`src/rtl/pipeline_stall_ctrl_pkg.sv`:
```
// Shared pipeline control types: stall FSM states, default widths and the
// bundled per-stage-register enable/flush controls used by the datapath.
package pipeline_stall_ctrl_pkg;

    localparam int BUBW_DEF = 2;
    localparam int CNTW_DEF = 16;

    typedef enum logic [1:0] {
        RUN    = 2'd0,
        BUBBLE = 2'd1,
        HALT   = 2'd2
    } stall_state_t;

    typedef struct packed {
        logic pc_en;
        logic ifid_en;
        logic ifid_flush;
        logic idex_en;
        logic idex_flush;
        logic exmem_en;
        logic exmem_flush;
        logic memwb_en;
    } pipe_ctrl_t;

    // Free-running pipeline: every latch loads, nothing is flushed.
    function automatic pipe_ctrl_t ctrl_run();
        pipe_ctrl_t c;
        c.pc_en       = 1'b1;
        c.ifid_en     = 1'b1;
        c.ifid_flush  = 1'b0;
        c.idex_en     = 1'b1;
        c.idex_flush  = 1'b0;
        c.exmem_en    = 1'b1;
        c.exmem_flush = 1'b0;
        c.memwb_en    = 1'b1;
        return c;
    endfunction

    // Whole pipeline frozen: nothing loads, nothing is flushed.
    function automatic pipe_ctrl_t ctrl_freeze();
        pipe_ctrl_t c;
        c = '0;
        return c;
    endfunction

endpackage

```
`src/rtl/pipeline_stall_ctrl_sat_counter.sv`:
```
// Saturating up-counter; sticks at all-ones instead of wrapping.
module sat_counter #(
    parameter int W = 16
) (
    input  logic         clk,
    input  logic         rst,
    input  logic         inc,
    output logic [W-1:0] count
);

    logic [W-1:0] count_q;
    logic [W-1:0] count_d;

    // Next count: step by one when asked, unless already saturated.
    always_comb begin
        count_d = count_q;
        if (inc && (count_q != {W{1'b1}})) begin
            count_d = count_q + W'(1);
        end
    end

    // Count register, cleared by asynchronous reset.
    always_ff @(posedge clk or posedge rst) begin
        if (rst) begin
            count_q <= '0;
        end else begin
            count_q <= count_d;
        end
    end

    assign count = count_q;

endmodule

```
`src/rtl/pipeline_stall_ctrl.sv`:
```
// Pipeline stall controller: turns hazard, memory, branch, jump and halt
// events into enable/flush controls for PC and the four pipeline latches,
// and owns the multi-cycle bubble counter so hazard detection stays stateless.
module pipeline_stall_ctrl
    import pipeline_stall_ctrl_pkg::*;
#(
    parameter int BUBW = BUBW_DEF,
    parameter int CNTW = CNTW_DEF
) (
    input  logic            CLK,
    input  logic            RST,
    input  logic            HazReq,
    input  logic [BUBW-1:0] HazLen,
    input  logic            ihit,
    input  logic            MemReq,
    input  logic            dhit,
    input  logic            BranchEX,
    input  logic            JumpID,
    input  logic            HaltMEM,
    output logic            PCEn,
    output logic            IFIDEn,
    output logic            IFIDFlush,
    output logic            IDEXEn,
    output logic            IDEXFlush,
    output logic            EXMEMEn,
    output logic            EXMEMFlush,
    output logic            MEMWBEn,
    output logic            Halted,
    output logic [CNTW-1:0] StallCnt
);

    stall_state_t    state_q;
    stall_state_t    state_d;
    logic [BUBW-1:0] bub_cnt_q;
    logic [BUBW-1:0] bub_cnt_d;
    logic            halted_q;
    logic            halted_d;
    pipe_ctrl_t      ctrl;
    logic            dstall;
    logic            stall_inc;

    assign dstall = MemReq & ~dhit;

    // Priority decode of pipeline events into latch controls and next FSM state.
    always_comb begin
        ctrl      = ctrl_run();
        state_d   = state_q;
        bub_cnt_d = bub_cnt_q;

        if (state_q == HALT) begin
            ctrl = ctrl_freeze();
        end else if (dstall) begin
            ctrl = ctrl_freeze();
        end else if (HaltMEM) begin
            ctrl.pc_en       = 1'b0;
            ctrl.ifid_flush  = 1'b1;
            ctrl.idex_flush  = 1'b1;
            ctrl.exmem_flush = 1'b1;
            state_d          = HALT;
            bub_cnt_d        = '0;
        end else if (BranchEX) begin
            ctrl.ifid_flush = 1'b1;
            ctrl.idex_flush = 1'b1;
            state_d         = RUN;
            bub_cnt_d       = '0;
        end else if (state_q == BUBBLE) begin
            ctrl.pc_en      = 1'b0;
            ctrl.ifid_en    = 1'b0;
            ctrl.idex_flush = 1'b1;
            if (bub_cnt_q <= BUBW'(1)) begin
                state_d   = RUN;
                bub_cnt_d = '0;
            end else begin
                bub_cnt_d = bub_cnt_q - BUBW'(1);
            end
        end else if (HazReq && (HazLen != '0)) begin
            ctrl.pc_en      = 1'b0;
            ctrl.ifid_en    = 1'b0;
            ctrl.idex_flush = 1'b1;
            if (HazLen != BUBW'(1)) begin
                state_d   = BUBBLE;
                bub_cnt_d = HazLen - BUBW'(1);
            end
        end else if (JumpID) begin
            ctrl.ifid_flush = 1'b1;
        end else if (!ihit) begin
            ctrl.pc_en      = 1'b0;
            ctrl.ifid_flush = 1'b1;
        end

        halted_d = (state_d == HALT);
    end

    // FSM state, remaining-bubble counter and registered halt flag.
    always_ff @(posedge CLK or posedge RST) begin
        if (RST) begin
            state_q   <= RUN;
            bub_cnt_q <= '0;
            halted_q  <= 1'b0;
        end else begin
            state_q   <= state_d;
            bub_cnt_q <= bub_cnt_d;
            halted_q  <= halted_d;
        end
    end

    assign stall_inc = ~ctrl.pc_en & (state_q != HALT);

    sat_counter #(
        .W(CNTW)
    ) u_stall_cnt (
        .clk  (CLK),
        .rst  (RST),
        .inc  (stall_inc),
        .count(StallCnt)
    );

    assign PCEn       = ctrl.pc_en;
    assign IFIDEn     = ctrl.ifid_en;
    assign IFIDFlush  = ctrl.ifid_flush;
    assign IDEXEn     = ctrl.idex_en;
    assign IDEXFlush  = ctrl.idex_flush;
    assign EXMEMEn    = ctrl.exmem_en;
    assign EXMEMFlush = ctrl.exmem_flush;
    assign MEMWBEn    = ctrl.memwb_en;
    assign Halted     = halted_q;

endmodule

```
`config.mk`:
```
export PLATFORM = sky130hd
export DESIGN_NAME = pipeline_stall_ctrl
export DESIGN_NICKNAME = d
export VERILOG_FILES = /design/src/rtl/pipeline_stall_ctrl_pkg.sv /design/src/rtl/pipeline_stall_ctrl_sat_counter.sv /design/src/rtl/pipeline_stall_ctrl.sv
export SDC_FILE = /design/constraint.sdc
export NUM_CORES = 1
export LEC_CHECK = 0
export CAP_MARGIN = 10
export CORE_MARGIN = 2
export CORE_UTILIZATION = 61
export DETAILED_ROUTE_END_ITERATION = 10
export DONT_BUFFER_PORTS = 1
export HOLD_SLACK_MARGIN = 0.02
export PLACE_DENSITY = 0.77
export SYNTH_ARGS = -nofsm -noshare
export SYNTH_HDL_FRONTEND = slang
export SYNTH_SLANG_ARGS = --single-unit
```
`constraint.sdc`:
```
create_clock -name CLK -period 1.9 [get_ports CLK]
set_input_delay 0.19 -clock CLK [delete_from_list [all_inputs] [get_ports CLK]]
set_output_delay 0.19 -clock CLK [all_outputs]
set_load 0.02 [all_outputs]
```
Yosys cells after proc, flatten, opt, wreduce, memory -nomap -nowiden. Cells that the tools add are included.

Bits in registers: 21. Bits of input ports: 11. Output and inout bits: 25. Logic and storage cells: 64.

Bitwise gates (word level): 6. Reduce and logical (&&, ||, !) cells: 6. $add $sub $neg: 3. Mux-type cells: 38. Equal/unequal tests: 6. $lt $le $gt $ge: 1.

Operators by type and width (count): two-way mux 2 bit (16); two-way mux 1 bit (20); adder 16 x 1 -> 16 bit (second input constant) (1); inequality test 16 bit (second input constant) (1); two-way mux 8 bit (1); nonzero test 4 bit (2); equality test 2 bit (second input constant) (2); NOT 1 bit (4); AND reduction 4 bit (1); subtractor 2 x 1 -> 2 bit (second input constant) (2); two-way mux 3 bit (1); bitwise AND 1 bit (2); equality test 2 x 1 -> 1 bit (second input constant) (1); less-or-equal comparator 2 x 1 -> 1 bit (second input constant) (1); logical AND 1 bit (2); inequality test 2 x 1 -> 1 bit (second input constant) (1); inequality test 2 bit (second input constant) (1); nonzero test 2 bit (1).

Depth between registers and ports, before layout.
Depth in word-level cells: 11. Depth in mapped cells: 8. Mapped depth without buffers: 7.

Hierarchy. A second synthesis with hierarchy kept.

Cell total of the unflattened synthesis: 125. Area total of the unflattened synthesis: 1252.5 µm².

By module, submodules not included: sat_counter (sequential area each 400.4 µm², cells an instance 68, area an instance 802.0 µm², instances 1); pipeline_stall_ctrl (sequential area each 125.1 µm², cells an instance 57, area an instance 450.4 µm², instances 1).

Least setup slack after synthesis. OpenSTA, ideal clock, no wires.

Path type: reg2reg. Start point: register u_stall_cnt.count_q[0] (netlist: u_stall_cnt.count[0]). End point: register u_stall_cnt.count_q[8] (netlist: u_stall_cnt.count[8]). Path slack: 0.054 ns. Setup time: 0.131 ns. Data arrival time: 1.714 ns. Period minus slack after synthesis: 1.846 ns. Required time: 1.769 ns. Cell stages (with the launch flop): 8. Path buffers: 1. Path through: dfrtp_1 -> ha_1 -> and4_1 -> and4bb_2 -> clkbuf_1 -> nor2b_2 -> nand4_1 -> xnor2_1.

Longest elaborated chain between the ends: 2. Elaborated cells on any way between the ends: 3. Classes of those cells: 1 x add/sub; 1 x eq/ne; 1 x reduce/logical.

RTL lines: start: declaration (RTL line pipeline_stall_ctrl_sat_counter.sv:11) `logic [W-1:0] count_q;`; start signal: assignment (RTL line pipeline_stall_ctrl_sat_counter.sv:27) `count_q <= count_d;`; branches (longest 2 deep; another with adder 16 x 1 -> 16 bit).

Parallel ways; which one is timed is not known. A chain may end at the register's enable or synchronous reset.

Worst setup path in the final report.
Start point: register state_q[1]. End point: output IDEXFlush.

Longest elaborated chain between the ends: 6. Elaborated cells on any way between the ends: 7. Classes of those cells: 2 x eq/ne; 5 x mux.

RTL lines: start: declaration (RTL line pipeline_stall_ctrl.sv:32) `stall_state_t state_q;`; start signal: assignment (RTL line pipeline_stall_ctrl.sv:101) `state_q <= state_d;`; equality test 2 x 1 -> 1 bit (RTL line pipeline_stall_ctrl.sv:66) `end else if (state_q == BUBBLE) begin`; two-way mux 1 bit (RTL line pipeline_stall_ctrl.sv:66); two-way mux 1 bit (RTL line pipeline_stall_ctrl.sv:61) `end else if (BranchEX) begin`; two-way mux 1 bit (RTL line pipeline_stall_ctrl.sv:54) `end else if (HaltMEM) begin`; two-way mux 1 bit (RTL line pipeline_stall_ctrl.sv:52) `end else if (dstall) begin`; two-way mux 8 bit * (RTL line pipeline_stall_ctrl.sv:50) `if (state_q == HALT) begin`; end: declaration (RTL line pipeline_stall_ctrl.sv:24) `output logic IDEXFlush,`.

Mark *: on every way between the ends. The rest lies on a longest branch, timed or not.

==> impl_metrics.yaml <==
global_route:
  grt_pass1_wl_mm: 4.257
  grt_pass1_vias: 946
  grt-ovfl-total: 0
  antenna_found_initial: 0
  grt_start_max_net_pins: 22
  grt_usage_pct: 22.94
hold_path:
  min_from: "HazLen[0]"
  hold_path_depth: 3
  worstHoldEndpoint: "bub_cnt_q[0]$_DFFE_PP0P_"
  hp-class: "input pin to flip-flop"
route:
  routed_wl_mm: 2.527
  wl_per_cell_um: 15.04
  drtAntennaViolNets: 0
  drt-vias-per-instance: 5.762
  firstDrtPassIters: 4
  via_count: 968
  drc: 0
  first_iter_violations: 18
synth:
  synth.distinct_cells: 38
  synth_seq_cells: 21
  synth-warning-count: 0
  netlist_area_sq_um: 1221
  syn-num-nets: 135
  synthCells: 121
  ys_seq_area_share_pct: 43.03
  syn_avg_cell_area_sq_um: 10.09
clocking:
  cts.sinks: 21
  path_clk_slew_ps: 110
  cts_setup_buffers: 0
  cts_root_buffer: "clkbuf_4"
  cts_buffer_depth: 2
  clk-insertion-delay-late_ps: 300
  htreeDepth: 1
  cts_tree: "done"
  cts_buffers: 3
worst_setup_path:
  rrSetupSlack_ps: 100
  arrival_ps: 1620
  cp_slowest_cell: "dfrtp_1"
  r2r_end: "u_stall_cnt.count[1]$_DFFE_PP0P_"
  slowest_delay_ps: 450
  regToRegStartpoint: "state_q[0]$_DFF_PP0_"
  start_kind: "flip-flop"
  crit_fanout: 6
  end_kind: "output port"
  crit_chain: "or2b_4 -> and2_2 -> a21oi_1"
  cp.required_ps: 1710
  path_buf_inv: 0
  worstRegToRegCells: 5
  crit_family: "simple AND/OR/NAND/NOR gates"
  worstSetupPathType: "flip-flop to output port"
floorplanning:
  chipWidth_um: 48.74
  start_util_pct: 63.54
  die_area_sq_um: 2376
  core_area_sq_um: 1922
  num_rows: 16
  dieHeight_um: 48.74
  io_pins: 36
cells_and_area:
  utilization_pct: 73.70
  fillCellCount: 140
  num_antenna_cells: 0
  fin_area_sq_um: 1416
  syn_to_final_growth_pct: 15.98
  final_cells: 168
  multi_input_area_sq_um: 650.6
  drive_above_1_share_pct: 26.24
  ff_latch_area_sq_um: 525.5
  nNetsFinal: 156
outcome:
  outcome: "complete, no violations"
place:
  gp_congestion: 0.8327
  dp_hpwl_mm: 2.018
  place_area_sq_um: 1374
  place_inst: 163
  io_buffers: 0
sta:
  setup-violations-final: 0
  final.setup.tns_ps: 0
  drv_slew: 0
  fin_skew_ps: 6.092
  finalHoldViolations: 0
  tightest_slew_ps: 756.1
  timing.fmax_ghz: 0.5514
  fin_crit_sh_pct: 95.45
  max_slew_margin_pct: 49.54
  min_period_ps: 1814
  worst_hold_slack_ps: 98.23
  rsz0062_at_grt: "no"
power:
  powerDensity_nw_per_um2: 1138
  ir_drop_mv: 1.108
  p_leak_uw: 0.0006679
flow_run:
  cap_viol_max_count: 0
[how the worst max path moves through the flow]
stage | start | to | slack [ps] | depth (start not counted)
4_1_cts | state_q[0]$_DFF_PP0_ | IFIDFlush | 90 | 4
3_5_place_dp | state_q[0]$_DFF_PP0_ | u_stall_cnt.count[1]$_DFFE_PP0P_ | 110 | 5
6_report | state_q[1]$_DFF_PP0_ | IDEXFlush | 90 | 3
3_3_place_gp | state_q[0]$_DFF_PP0_ | u_stall_cnt.count[1]$_DFFE_PP0P_ | 180 | 5
5_1_grt | state_q[1]$_DFF_PP0_ | IDEXFlush | 4 | 3
2_1_floorplan | u_stall_cnt.count[0]$_DFFE_PP0P_ | u_stall_cnt.count[8]$_DFFE_PP0P_ | 50 | 7
[cell usage after synthesis, drive strengths merged]
cell type | number | area [sq um]
nor3 | 3 | 15.01
nor2 | 5 | 21.27
and4bb | 1 | 12.51
nor4b | 1 | 15.01
nand4 | 8 | 50.05
nor2b | 3 | 21.27
and2 | 2 | 13.77
a21oi | 5 | 36.29
or2b | 1 | 11.26
a21o | 1 | 8.760
o221ai | 1 | 8.760
ha | 3 | 37.54
o21a | 1 | 7.510
or2 | 1 | 6.260
nor4 | 3 | 18.77
nand2 | 9 | 33.78
mux2 | 1 | 15.01
nor3b | 1 | 7.510
nand2b | 2 | 12.51
nand3 | 6 | 30.03
clkbuf | 1 | 3.750
o31ai | 2 | 15.01
dfrtp | 21 | 525.5
and3b | 1 | 8.760
and3 | 4 | 25.02
xor2 | 6 | 52.55
xnor2 | 9 | 78.83
inv | 7 | 26.28
and4 | 2 | 17.52
o41ai | 1 | 27.53
buf | 3 | 20.01
o41a | 1 | 12.51
o21ai | 5 | 25.02
[where the power goes]
group / total (uW) / internal, uW / switching (uW)
sequential: 627 / 549 / 78.9
clock: 206 / 78.3 / 128
combinational: 778 / 303 / 475
total: 1610 / 930 / 682
[registers in the layout, summed over array words and instances, names as in the netlist]
register and flops:
u_stall_cnt.count 16, bub_cnt_q 2, Halted 1, state_q 2
[final cells by class]
class,instances,share of cell area (%)
clock inverters,1,0.3534
flip-flops and latches,21,37.10
clock buffers,3,1.590
well taps,27,2.385
repair buffers,20,10.78
multi-input cells,89,45.94
inverters,7,1.855
[worst min-delay path, delay by kind of cell]
kind,cells,cell delay (ps)
AOI/OAI and AO/OA,2,110
and+or+nand+nor,1,60
[metal layers]
metal	wire length (um)	global-route usage [%]	vias to the layer above
met5	0	0	-
met2	1246	38.36	25
met4	26	6.667	0
met1	1135	30.16	469
li1	-	-	470
met3	119	4.630	4
[cell families (layout without fill, tap and decap cells)]
group           after synthesis  after routing  share of synthesized area [%]
simple gates                 53             53                          26.23
flops                        21             21                          43.03
compound gates               17             17                          11.58
xor+xnor                     15             15                          10.76
buf+inv                      11             31                          4.098
fa+ha+maj                     3              3                          3.074
mux                           1              1                          1.229
[placed cells by master, fill, tap and decap left out, types with 2 or more instances in the layout]
master    instances
inv_1             7
ha_1              3
xnor2_1           9
nor2b_1           2
nand2_1           9
nor2_1            4
nor4_1            3
xor2_1            6
nand4_1           8
a21oi_1           3
nand2b_1          2
dfrtp_1          21
nor3_1            3
and3_1            4
o21ai_0           5
buf_4            19
nand3_1           6
clkbuf_4          3
and4_1            2
o31ai_1           2
[metrics by stage]
stage               worst slack (ps)  total power, uW
floorplan                      54.43             1202
global route                   4.188             1716
global placement               180.1             1386
CTS                            88.47             1612
detailed placement             113.3             1407
finish                         86.44             1612
[what timing repair did]
| item | CTS | global route |
|---|---|---|
| setup endpoints to repair | 0 | 2 |
| hold buffers | 1 | 0 |
| hold endpoints to repair | 21 | 0 |
| resized for setup | 0 | 2 |
Note: power is estimated with default switching activity, not from simulation.
